$ cat config.mk
export PLATFORM = sky130hd
export DESIGN_NAME = risc_run_ctrl
export DESIGN_NICKNAME = d
export VERILOG_FILES = /design/src/rtl/risc_run_ctrl.sv
export SDC_FILE = /design/constraint.sdc
export NUM_CORES = 1
export LEC_CHECK = 0
export CAP_MARGIN = 30
export CELL_PAD_IN_SITES_DETAIL_PLACEMENT = 0
export CELL_PAD_IN_SITES_GLOBAL_PLACEMENT = 1
export CORE_MARGIN = 4
export CORE_UTILIZATION = 30
export CTS_BUF_LIST = sky130_fd_sc_hd__clkbuf_8
export DETAILED_ROUTE_END_ITERATION = 10
export PLACE_DENSITY_LB_ADDON = 0.1
export SYNTH_ARGS = -nofsm -noshare
export SYNTH_HDL_FRONTEND = slang
export SYNTH_SLANG_ARGS = --single-unit
$ cat constraint.sdc
create_clock -name clk -period 3 [get_ports clk]
set_input_delay 0.6 -clock clk [delete_from_list [all_inputs] [get_ports clk]]
set_output_delay 0.6 -clock clk [all_outputs]
set_load 0.01 [all_outputs]
$ cat src/rtl/risc_run_ctrl.sv
// Run controller for the pipelined RISC core: reset sequencing, pipeline
// enable gating, free-run / step / pause and halt, breakpoint, timeout stops.
module risc_run_ctrl #(
  parameter int unsigned RST_CYCLES = 4,
  parameter int unsigned TIMEOUT    = 100000
) (
  input  logic        clk,
  input  logic        rst,
  input  logic        cmd_valid,
  output logic        cmd_ready,
  input  logic [1:0]  cmd_op,
  input  logic [31:0] cmd_arg,
  input  logic        bp_en,
  input  logic [31:0] bp_addr,
  input  logic [31:0] cpu_pc,
  input  logic        cpu_halt,
  output logic        cpu_rst_n,
  output logic        cpu_en,
  output logic [2:0]  state,
  output logic [31:0] cycle_cnt,
  output logic        bp_hit,
  output logic        done
);

  typedef enum logic [2:0] {
    S_IDLE    = 3'd0,
    S_RESET   = 3'd1,
    S_RUN     = 3'd2,
    S_STEP    = 3'd3,
    S_PAUSED  = 3'd4,
    S_HALTED  = 3'd5,
    S_TIMEOUT = 3'd6
  } state_e;

  localparam logic [1:0] OP_START  = 2'd0;
  localparam logic [1:0] OP_STEP   = 2'd1;
  localparam logic [1:0] OP_PAUSE  = 2'd2;
  localparam logic [1:0] OP_RESUME = 2'd3;

  localparam logic [31:0] RST_LAST = 32'(RST_CYCLES - 1);
  localparam logic [31:0] TMO_LAST = 32'(TIMEOUT - 1);

  state_e      st_q, st_d;
  logic [31:0] cnt_d, rem_q, rem_d, rcnt_q, rcnt_d;
  logic        bp_d, sup_q, sup_d;
  logic        acc, is_start, is_step, is_pause, is_resume;
  logic        tmo, bp_match;
  logic [31:0] cnt_inc;

  assign state = st_q;

  assign acc       = cmd_valid & cmd_ready;
  assign is_start  = acc & (cmd_op == OP_START);
  assign is_step   = acc & (cmd_op == OP_STEP);
  assign is_pause  = acc & (cmd_op == OP_PAUSE);
  assign is_resume = acc & (cmd_op == OP_RESUME);

  assign tmo      = (cycle_cnt == TMO_LAST);
  assign bp_match = bp_en & (cpu_pc == bp_addr) & ~sup_q;
  assign cnt_inc  = (cycle_cnt == '1) ? cycle_cnt : cycle_cnt + 32'd1;

  always_comb begin
    st_d   = st_q;
    cnt_d  = cycle_cnt;
    rem_d  = rem_q;
    rcnt_d = rcnt_q;
    bp_d   = bp_hit;
    sup_d  = sup_q;
    if (is_start) begin
      st_d   = S_RESET;
      cnt_d  = '0;
      rem_d  = '0;
      rcnt_d = '0;
      bp_d   = 1'b0;
      sup_d  = 1'b0;
    end else begin
      unique case (st_q)
        S_RESET: begin
          if (rcnt_q == RST_LAST) st_d = S_RUN;
          else rcnt_d = rcnt_q + 32'd1;
        end
        S_RUN: begin
          cnt_d = cnt_inc;
          sup_d = 1'b0;
          if (cpu_halt) st_d = S_HALTED;
          else if (tmo) st_d = S_TIMEOUT;
          else if (bp_match) begin
            st_d = S_PAUSED;
            bp_d = 1'b1;
          end else if (is_pause) st_d = S_PAUSED;
        end
        S_STEP: begin
          cnt_d = cnt_inc;
          rem_d = rem_q - 32'd1;
          if (cpu_halt) st_d = S_HALTED;
          else if (tmo) st_d = S_TIMEOUT;
          else if (rem_q == 32'd1 || is_pause) st_d = S_PAUSED;
        end
        S_PAUSED: begin
          if (is_resume) begin
            st_d  = S_RUN;
            sup_d = 1'b1;
            bp_d  = 1'b0;
          end else if (is_step) begin
            st_d  = S_STEP;
            rem_d = (cmd_arg == '0) ? 32'd1 : cmd_arg;
            bp_d  = 1'b0;
          end
        end
        default: ;
      endcase
    end
  end

  always_ff @(posedge clk) begin
    if (rst) begin
      st_q      <= S_IDLE;
      cycle_cnt <= '0;
      rem_q     <= '0;
      rcnt_q    <= '0;
      bp_hit    <= 1'b0;
      sup_q     <= 1'b0;
      cpu_en    <= 1'b0;
      cpu_rst_n <= 1'b0;
      cmd_ready <= 1'b1;
      done      <= 1'b0;
    end else begin
      st_q      <= st_d;
      cycle_cnt <= cnt_d;
      rem_q     <= rem_d;
      rcnt_q    <= rcnt_d;
      bp_hit    <= bp_d;
      sup_q     <= sup_d;
      cpu_en    <= (st_d == S_RUN) || (st_d == S_STEP);
      cpu_rst_n <= !((st_d == S_IDLE) || (st_d == S_RESET));
      cmd_ready <= (st_d != S_RESET);
      done      <= ((st_d == S_HALTED) || (st_d == S_TIMEOUT))
                   && (st_d != st_q);
    end
  end

endmodule

# Yosys cells after proc, flatten, opt, wreduce, memory -nomap -nowiden
# Cells that the tools add are included.
[word_totals]
regBits = 105
inputBits = 103
out_inout_bits = 40
word_cells = 91
[classes]
add_sub_neg = 3
n_eq_ne = 26
n_mux = 24
n_bitwise = 10
reduce_logical = 18
[ops]
columns = ["cell", "n"]
rows = [
  ["two-way mux 32 bit", 3],
  ["adder 32 x 1 -> 32 bit, second input constant", 2],
  ["case mux 32 bit (2 select lines)", 1],
  ["two-way mux 3 bit", 11],
  ["equality test 32 x 1 -> 1 bit, second input constant", 1],
  ["equality test 32 x 17 -> 1 bit, second input constant", 1],
  ["equality test 32 x 2 -> 1 bit, second input constant", 1],
  ["equality test 32 bit", 1],
  ["equality test 32 bit, second input constant", 1],
  ["zero test 32 bit", 1],
  ["subtractor 32 x 1 -> 32 bit, second input constant", 1],
  ["equality test 3 x 2 -> 1 bit, second input constant", 4],
  ["inequality test 2 bit, second input constant", 6],
  ["case mux 3 bit (4 select lines)", 1],
  ["equality test 3 bit, second input constant", 3],
  ["bitwise AND 1 bit", 7],
  ["equality test 3 x 1 -> 1 bit, second input constant", 2],
  ["two-way mux 1 bit", 6],
  ["AND reduction 2 bit", 3],
  ["AND reduction 5 bit", 1],
  ["equality test 2 bit, second input constant", 2],
  ["logical OR 1 bit", 4],
  ["case mux 1 bit (2 select lines)", 2],
  ["nonzero test 2 bit", 2],
  ["other kinds (11)", 14],
]

# Depth between registers and ports, before layout
# Gate-level depths: netlist of run 1.
[logic_depth]
word_depth = 11
depth_mapped = 10
mapped_depth_nobuf = 8

# Worst setup path after synthesis of run 1
# OpenSTA, ideal clock, no wires.
[synth_timing]
path_kind = "input to register"
startpoint = "input cmd_op[1]"
endpoint = "register cycle_cnt[19]"
setup_time_ns = 0.128
t_arrival_ns = 2.138
required_ns = 2.872
slack_ns = 0.735
path_stages = 6
n_path_buf = 3
path_cell_list = "nor4bb_1 or2_2 buf_2 clkbuf_1 clkbuf_1 nor2_1"
[synth_via]
elab_chain_len = 3
[synth_rtl]
columns = ["item", "line", "rtl"]
rows = [
  ["from (decl)", "11", "input logic [1:0] cmd_op,"],
  ["zero test 2 bit", "53", "assign is_start = acc & (cmd_op == OP_START);"],
  ["bitwise AND 1 bit", "53", ""],
  ["OR reduction 2 bit (no source line)", "-", ""],
  ["to (signal assigned)", "129", "cycle_cnt <= cnt_d;"],
  ["to (decl)", "20", "output logic [31:0] cycle_cnt,"],
]
# No other way between the ends.
# A chain may end at the register's enable or synchronous reset.

# Worst setup path after layout of run 1
[layout_timing]
startpoint = "register cycle_cnt[0]"
endpoint = "register cpu_en"
[layout_via]
elab_chain_len = 7
word_cells_on_any_way = 10
cone_classes = "eq/ne (3); mux (6); reduce/logical (1)"
[layout_rtl]
columns = ["item", "line", "rtl"]
rows = [
  ["equality test 32 x 17 -> 1 bit *", "58", "assign tmo = (cycle_cnt == TMO_LAST);"],
  ["two-way mux 3 bit, on equally long branches", "96, 86", ""],
  ["two-way mux 3 bit, on equally long branches", "95, 85", ""],
  ["case mux 3 bit (4 select lines) *", "77", "unique case (st_q)"],
  ["two-way mux 3 bit *", "69", "if (is_start) begin"],
  ["equality test 3 x 2 -> 1 bit", "134", "cpu_en <= (st_d == S_RUN) || (st_d == S_STEP);"],
  ["logical OR 1 bit *", "134", ""],
  ["to (signal assigned)", "134", ""],
  ["to (decl)", "18", "output logic cpu_en,"],
]
# Every way passes the cells marked *; elsewhere a longest branch is shown, timed or not.

==> results of run 1 <==
kinds of logic after synthesis:
group / Yosys count
xor gates and xnor gates: 76
adders and majority gates: 4
AOI/OAI and AO/OA: 167
muxes: 4
buffers and inverters: 56
and+or+nand+nor: 380
DFF: 105
worst max-delay path, stage by stage (launching register included):
cell and delay [ps]:
dfxtp_1 420, ha_1 240, nand2_1 250, or4_1 600, o31ai_1 360, o32a_1 250
o21ai_0 180, nor3b_1 190
Yosys cell counts, drive strengths merged, types with 11 or more instances:
| library cell | number | area, sq um |
|---|---|---|
| a21oi | 49 | 245 |
| buf | 11 | 63.8 |
| clkbuf | 30 | 113 |
| dfxtp | 105 | 2100 |
| inv | 15 | 56.3 |
| nand2 | 61 | 229 |
| nand3 | 30 | 155 |
| nand4 | 31 | 194 |
| nor2 | 102 | 383 |
| nor3 | 35 | 180 |
| nor4 | 42 | 269 |
| o21ai | 42 | 214 |
| or3 | 19 | 119 |
| xnor2 | 63 | 552 |
| xor2 | 13 | 114 |
stage by stage:
stage / setup slack [ps] / power, uW
2_1_floorplan: 735 / 2060
3_3_place_gp: 225 / 2450
3_5_place_dp: 168 / 2460
4_1_cts: 380 / 3340
5_1_grt: 77.9 / 3510
6_report: 398 / 3310
power by group:
group / internal, uW / switching [uW]
Sequential: 1430 / 43.3
Combinational: 463 / 498
Clock: 327 / 546
area by class of cell:
class | instances | area, sq um
clock inverter | 6 | 41.3
clock buffer | 10 | 138
multi-input combinational | 631 | 3820
timing repair buffer | 175 | 1710
sequential | 105 | 2100
tap | 270 | 338
inverter | 15 | 56.3
fill | 2061 | 12000
cells in the final DEF, fill, tap and decap left out, types with 7 or more instances in the layout:
master and instances:
a211oi_1 8, a21oi_1 49, a22o_1 7, a22oi_1 7
a31o_2 7, and2_1 10, and3_1 9, and4_1 7
buf_4 30, clkbuf_8 10, clkdlybuf4s50_1 142, dfxtp_1 105
inv_1 16, nand2_1 61, nand3_1 29, nand4_1 31
nor2_1 102, nor3_1 34, nor4_1 41, o21ai_0 40
or3_1 19, xnor2_1 63, xor2_1 13
routing by layer:
metal | share of wire | vias up
li1 | - | 3210
met1 | 0.47 | 3079
met2 | 0.44 | 199
met3 | 0.078 | 16
met4 | 0.011 | 0
met5 | 0 | -
flip-flops by register name (all words and copies together), names as in the netlist, 3 cells and up:
register and count:
cycle_cnt 32, state 3, rcnt_q 32, rem_q 32
worst min path at each step:
stage          slack [ps]        end  cells after the start  startpoint
6_report              490  rem_q[26]                      2   rem_q[26]
4_1_cts               490  rem_q[26]                      2   rem_q[26]
3_3_place_gp          460  rem_q[26]                      2   rem_q[26]
5_1_grt               550  rem_q[26]                      2   rem_q[26]
3_5_place_dp          480  rem_q[26]                      2   rem_q[26]
2_1_floorplan         440  rem_q[26]                      2   rem_q[26]
==> results.json, run 1 <==
{
  "critPathCapture": "cpu_en",
  "die_y_um": 151,
  "track_usage": 0.179,
  "drv_cap": 0,
  "rr_worst_depth": 7,
  "post-route-period-util": 0.867,
  "grt_start_max_net_pins": 37,
  "cp-end-kind": "flip-flop",
  "r2r_end": "cpu_en",
  "power.density_nw_per_um2": 403,
  "cts_tree": "yes",
  "globalRouteMet1Util": 0.249,
  "start_util": 0.304,
  "clock_latency_ps": 390,
  "vias": 6504,
  "dieArea_sq_um": 22900,
  "postSynthCellCount": 792,
  "drc_errors": 0,
  "skew_ps": 19.3,
  "drive_gt1_frac": 0.0701,
  "grt_pass1_vias": 6309,
  "syn-cell-area_sq_um": 6160,
  "hpwl_mm": 15.6,
  "cts_inserted_buffers": 9,
  "final_cell_area_sq_um": 8200,
  "hp-class": "flip-flop to flip-flop",
  "antenna_found_initial": 0,
  "rsz0062_at_grt": "no",
  "place_inst": 1196,
  "synth_xor_area_frac": 0.108,
  "diodes": 0,
  "portBuffers": 142,
  "cts-root-buf": "clkbuf_8",
  "syn_to_final_growth_pct": 33.3,
  "post_drt_via_cell_ratio": 5.37,
  "ys_types": 66,
  "r2r_setup_slack_ps": 400,
  "ys_seq_area_frac": 0.341,
  "slew-limit-headroom": 0.558,
  "nNetsFinal": 1044,
  "synth_edf_count": 0,
  "hold_viol": 0,
  "final_cell_count_no_fill": 1212,
  "path_max_fanout": 10,
  "rows": 52,
  "synth_top_family_by_area": "simple AND/OR/NAND/NOR gates",
  "fp.dieW_um": 151,
  "grt_pass1_wl_mm": 33.1,
  "cp.arrival_ps": 2870,
  "reg2reg_from": "cycle_cnt[0]",
  "clk_path_buf_depth": 2,
  "met2_usage": 0.280,
  "clock-sinks": 105,
  "avgSynthCellArea_sq_um": 7.77,
  "yosys.area_share.simple": 0.323,
  "synth_ff_type": "dfxtp_1",
  "min_period_ps": 2600,
  "yosys_warnings": 0,
  "crit_type": "flip-flop to flip-flop",
  "drt_wl_total_mm": 20.8,
  "finalSetupTns_ps": 0,
  "max-vdd-ir-drop_v": 0.000217,
  "leakage_uw": 0.00274,
  "synth_compound_area_frac": 0.175,
  "postPlaceCellArea_sq_um": 8020,
  "pin_count": 143,
  "cts_hold_buf": 0,
  "ys_ff_latch": 105,
  "setup_violations": 0,
  "drt-initial-drc-count": 293,
  "whs_ps": 495,
  "post-cts-setup-buffers": 0,
  "gr-max-usage-layer": "met2",
  "firstDrtPassIters": 5,
  "startpoint_type": "flip-flop",
  "grt_overflow": 0,
  "synth_mux_area_frac": 0.00650,
  "required_ps": 3270,
  "post_cts_resized": 0,
  "synthAdderAreaFrac": 0.00813,
  "clk_pin_slew_ps": 110,
  "final_util": 0.405,
  "wl_per_cell_um": 17.2,
  "worstMarginPinSlew_ps": 658,
  "drv_slew": 0,
  "cp-startpoint": "cycle_cnt[0]",
  "place.gp.congestion": 0.774,
  "core_sq_um": 20200,
  "ant_nets": 0,
  "htree_levels": 3,
  "syn-num-nets": 899,
  "outcome": "completed",
  "async_flop_share": 0,
  "clock.fmax_ghz": 0.384,
  "grt_use_met3": 0.0437
}
(Power assumes the default switching activity.)
==> inputs of run 2 (changes only) <==
- ABC_AREA: default -> 1
- CORE_MARGIN: 4 -> 2
- clock period: 3 -> 2.1 ns (I/O delays scaled with it)
==> run 2 against run 1 <==
Worst hold slack got worse by 47 ps. Setup slack got worse by 240 ps. Highest routed layer unchanged. Design area increased by 26%. Non-clock buffer count increased by 62. Critical path type is now flip-flop to output port.
==> results.json, run 2 <==
{
  "outcome": "completed",
  "drt_wl_total_mm": 25.9,
  "max-vdd-ir-drop_v": 0.000353,
  "slowest_delay_ps": 620,
  "clock-sinks": 105,
  "place_ws_ps": -178,
  "reg_top3": "cycle_cnt x32, rcnt_q x32, rem_q x32",
  "hold_viol": 0,
  "pin_count": 143,
  "yosys_warnings": 0,
  "grt_start_max_net_pins": 36,
  "ys_seq_area_frac": 0.278,
  "hp-class": "flip-flop to flip-flop",
  "skew_ps": 18.0,
  "crit_chain": "clkdlybuf4s50_1",
  "synth.most_common_cell": "nand2_1",
  "whs_ps": 448,
  "start_util": 0.303,
  "htree_levels": 3,
  "drv_slew": 0,
  "avgSynthCellArea_sq_um": 6.04,
  "clock.fmax_ghz": 0.515,
  "clk_pin_slew_ps": 110,
  "ant_nets": 0,
  "seq_power_share": 0.289,
  "async_flop_share": 0,
  "syn-cell-area_sq_um": 7570,
  "vias": 8491,
  "leakage_uw": 0.00420,
  "hpwl_mm": 20.6,
  "min_period_ps": 1940,
  "worstMarginPinSlew_ps": 422,
  "grt_pass1_vias": 8218,
  "postPlaceCellArea_sq_um": 10000,
  "setup_slack_ps": 157,
  "grt_overflow": 0,
  "r2r_setup_slack_ps": 180,
  "dieArea_sq_um": 26500,
  "core_sq_um": 25000,
  "final_common_cell": "nand2_1",
  "setup_violations": 0,
  "ys_types": 50,
  "die_y_um": 163,
  "p_int_uw": 4400,
  "cts-root-buf": "clkbuf_8",
  "synthTopCellsByArea": "dfxtp_1 28%, nand2_1 15%, nor2_1 9.3%",
  "drc_errors": 0,
  "grt_pass1_wl_mm": 42.5,
  "synth_edf_count": 0,
  "wl_per_cell_um": 14.4,
  "holdPathStages": 2,
  "cts_hold_buf": 0,
  "final_cell_area_sq_um": 10300,
  "post_drt_via_cell_ratio": 4.71,
  "worstSetupPathDepth": 1,
  "clk_path_buf_depth": 2,
  "portBuffers": 142,
  "path_max_fanout": 6,
  "rr_worst_depth": 11,
  "drt-initial-drc-count": 594,
  "syn_to_final_growth_pct": 36.1,
  "final_util": 0.413,
  "drive_gt1_frac": 0.132,
  "crit_slowest_cell": "clkdlybuf4s50_1",
  "required_ps": 1680,
  "postSynthCellCount": 1253,
  "cp_top_family": "buffers and inverters",
  "combPwrFrac": 0.550,
  "crit_type": "flip-flop to output port",
  "slew-limit-headroom": 0.716,
  "fp.dieW_um": 163,
  "firstDrtPassIters": 5,
  "p_sw_uw": 3510,
  "post-route-period-util": 0.925,
  "drv_cap": 0,
  "synth_top_cell_by_area": "dfxtp_1",
  "mostFrequentLayoutCells": "295 x nand2_1, 178 x nor2_1, 142 x clkdlybuf4s50_1, 140 x inv_1, 100 x a21oi_1",
  "n_fill_cell": 2761,
  "place.gp.congestion": 0.854,
  "rows": 58,
  "startpoint_type": "flip-flop",
  "ys_ff_latch": 105,
  "diodes": 0,
  "cts_inserted_buffers": 9,
  "synth_top_area_share": 0.278,
  "crit_buf_inv": 1,
  "power.share.clock": 0.161,
  "synthTopCellsByCount": "301 x nand2_1, 188 x nor2_1, 140 x inv_1",
  "clock_latency_ps": 390,
  "track_usage": 0.198,
  "power.density_nw_per_um2": 768,
  "swShare": 0.444,
  "syn-num-nets": 1360,
  "cp-end-kind": "output port",
  "cp.arrival_ps": 1520,
  "nNetsFinal": 1576,
  "synth_ff_type": "dfxtp_1",
  "cts_tree": "yes",
  "antenna_found_initial": 0,
  "finalSetupTns_ps": 0
}
## run 2: power groups by stage
| stage | Combinational, uW | Clock [uW] | Sequential, uW |
|---|---|---|---|
| after floorplan | 2600 | 0 | 2340 |
| after global placement | 4220 | 0 | 2330 |
| after detailed placement | 4190 | 0 | 2330 |
| after CTS | 4210 | 1350 | 2280 |
| after global routing | 4950 | 1400 | 2310 |
| final | 4350 | 1270 | 2290 |
## run 2: path summary, 6_finish.rpt
check | from | endpoint
worst max register to register | cycle_cnt[13] | cycle_cnt[23]
worst max-delay path | state[0] | state[0]
worst min-delay path | bp_hit | bp_hit
worst min register to register | bp_hit | bp_hit
## run 2: metal layers
layer	part of all wire	GRT usage	routed length (um)	vias to the layer above
met5	0	0	0	-
met2	0.45	0.326	11700	177
met3	0.044	0.0244	1130	12
li1	-	-	-	4514
met4	0.0079	0.0350	204	0
met1	0.50	0.279	12900	3788
## run 2: cell families (layout without fill, tap and decap cells)
logic type / count (synthesis) / in the layout / share of synthesized area
AO/OA/AOI/OAI: 209 / 209 / 0.148
AND/OR/NAND/NOR: 691 / 691 / 0.406
buffers and inverters: 187 / 408 / 0.0957
XOR/XNOR: 57 / 57 / 0.0660
adder cells (fa/ha/maj): 4 / 4 / 0.00661
flip-flops: 105 / 105 / 0.278
## run 2: worst min-delay path: cells and delay by family (launching register included)
family | cells | cell delay [ps]
AO/OA/AOI/OAI | 1 | 50
buffers and inverters | 1 | 40
flip-flops | 1 | 320
## run 2: cell type report
type / count / area [sq um] / share of cell area
Inverter: 155 / 587 / 0.0569
Tap cell: 330 / 413 / 0.0401
Clock inverter: 7 / 56.3 / 0.00546
Sequential cell: 105 / 2110 / 0.205
Clock buffer: 9 / 124 / 0.0120
Multi-Input combinational cell: 961 / 4840 / 0.470
Timing Repair Buffer: 237 / 2170 / 0.211
## run 2: per-stage QoR
| stage | total power, uW | std cells |
|---|---|---|
| floorplan | 4940 | 1253 |
| global placement | 6550 | 1787 |
| detailed placement | 6520 | 1787 |
| CTS | 7840 | 1803 |
| global route | 8670 | 1804 |
| finish | 7910 | 1804 |
## run 2: repair_timing
| item | in CTS | in global routing |
|---|---|---|
| buffers inserted | 0 | 1 |
| pin swaps | 0 | 2 |
| setup endpoints to repair | 1 | 39 |
| resized for setup | 1 | 36 |
==> inputs of run 3 (changes only) <==
- PLACE_DENSITY_LB_ADDON: 0.1 -> 0.25
==> run 3 against run 2 <==
Clock-buffer cell count rose by 3. Register-to-register slack got worse by 30 ps. Combinational power fell by 4%. Total power fell by 1.9%. Highest routed layer unchanged. Sequential power barely moved. Utilization grew 0.29 points. Largest cell class unchanged. Setup slack got worse by 32 ps. Clock power is 5% higher. Via count is 1.6% higher. First-iteration DRC count is 0.67% lower. Non-clock buffer count rose by 6. Clock skew is 1.5 ps higher. Largest power group unchanged.
==> results.json, run 3 (synthesis gave the netlist of run 2 again) <==
{
  "outcome": "completed",
  "seq_power_share": 0.292,
  "drc_errors": 0,
  "drt-initial-drc-count": 590,
  "setup_violations": 0,
  "cts_hold_buf": 0,
  "wirelength_met1_mm": 13.1,
  "routed-wl-met3_mm": 1.15,
  "swShare": 0.439,
  "clk_path_buf_depth": 2,
  "startpoint_type": "flip-flop",
  "ant_nets": 0,
  "wl_per_cell_um": 14.6,
  "power.share.clock": 0.172,
  "die_y_um": 163,
  "required_ps": 1680,
  "final_cell_area_sq_um": 10400,
  "worstMarginPinSlew_ps": 466,
  "firstDrtPassIters": 5,
  "p_sw_uw": 3410,
  "rsz0062_at_grt": "yes",
  "skew_ps": 19.5,
  "portBuffers": 142,
  "final_common_cell": "nand2_1",
  "cts-root-buf": "clkbuf_8",
  "start_util": 0.303,
  "hold_viol": 0,
  "power.density_nw_per_um2": 748,
  "crit_chain": "buf_4, clkdlybuf4s50_1",
  "wl_met2_mm": 11.7,
  "drive_gt1_frac": 0.134,
  "combPwrFrac": 0.536,
  "finalSetupTns_ps": 0,
  "top_layer": "met4",
  "reg_top3": "cycle_cnt x32, rcnt_q x32, rem_q x32",
  "drt_wl_total_mm": 26.4,
  "clk_pin_slew_ps": 110,
  "antenna_found_initial": 0,
  "post_drt_via_cell_ratio": 4.77,
  "slowest_delay_ps": 530,
  "grt_pass1_vias": 8260,
  "cp.arrival_ps": 1560,
  "min_period_ps": 1980,
  "p_int_uw": 4350,
  "track_usage": 0.200,
  "vias": 8625,
  "max-vdd-ir-drop_v": 0.000358,
  "slew-limit-headroom": 0.690,
  "path_max_fanout": 5,
  "drv_slew": 0,
  "cts_inserted_buffers": 9,
  "dieArea_sq_um": 26500,
  "n_fill_cell": 2754,
  "crit_type": "flip-flop to output port",
  "postPlaceCellArea_sq_um": 10100,
  "grt_start_max_net_pins": 46,
  "nNetsFinal": 1582,
  "hp-class": "flip-flop to flip-flop",
  "place.gp.congestion": 0.908,
  "htree_levels": 3,
  "clock-sinks": 105,
  "pin_count": 143,
  "rows": 58,
  "cp-end-kind": "output port",
  "cts_tree": "yes",
  "clock_latency_ps": 390,
  "post-route-period-util": 0.940,
  "crit_slowest_cell": "clkdlybuf4s50_1",
  "mostFrequentLayoutCells": "296 x nand2_1, 181 x nor2_1, 142 x clkdlybuf4s50_1, 140 x inv_1, 100 x a21oi_1",
  "multi_input_area_sq_um": 4820,
  "register_area_sq_um": 2110,
  "core_sq_um": 25000,
  "drv_cap": 0,
  "final_util": 0.416,
  "grt_overflow": 0,
  "whs_ps": 463,
  "diodes": 0,
  "syn_to_final_growth_pct": 37.1,
  "grt_pass1_wl_mm": 42.7,
  "clock.fmax_ghz": 0.506,
  "leakage_uw": 0.00424,
  "fp.dieW_um": 163,
  "hpwl_mm": 20.8
}
-- run 3: changes by cell type in the layout (fill, tap and decap cells not counted), sizes merged --
cell      delta
buf          +6
inv          -2
clkbuf       +3
clkinvlp     -1
-- run 3: power groups by stage --
stage	registers (uW)	logic, uW	clock network [uW]
finish	2270	4160	1330
global route	2290	4700	1470
CTS	2260	4050	1400
detailed placement	2310	4030	0
global placement	2300	4050	0
floorplan	2340	2600	0
-- run 3: layer usage --
layer | global-route usage | vias to the layer above
li1 | - | 4518
met1 | 0.279 | 3893
met2 | 0.328 | 188
met3 | 0.0247 | 26
met4 | 0.0467 | 0
met5 | 0 | -
-- run 3: area by class of cell --
| type | count | area share |
|---|---|---|
| inverter | 155 | 0.0569 |
| clock buffer | 12 | 0.0159 |
| tap | 330 | 0.0398 |
| multi-input combinational | 961 | 0.464 |
| clock inverter | 4 | 0.00326 |
| sequential | 105 | 0.204 |
| timing repair buffer | 243 | 0.216 |
-- run 3: final timing paths --
check,start,end,slack [ps],cells after the start
worst min register to register,bp_hit,bp_hit,460,2
worst min-delay path,bp_hit,bp_hit,460,2
worst max register to register,rem_q[7],rem_q[26],150,11
worst max-delay path,cycle_cnt[24],cycle_cnt[24],120,2
-- run 3: repair_timing --
item,in CTS,in global routing
resized for setup,0,32
buffers inserted,0,3
endpoints found under the setup margin,0,55
endpoints found under the hold margin,0,0
-- run 3: worst max-delay path, delay by kind of cell (launching register included) --
| kind | cells | cell delay, ps |
|---|---|---|
| buffers and inverters | 2 | 710 |
| DFF | 1 | 480 |
-- run 3: stage by stage --
stage	power [uW]	setup WS, ps	std cells
final	7760	125	1810
after CTS	7710	4.71	1807
after global placement	6350	-217	1791
after detailed placement	6340	-259	1791
after floorplan	4940	293	1253
after global routing	8460	-18.2	1810
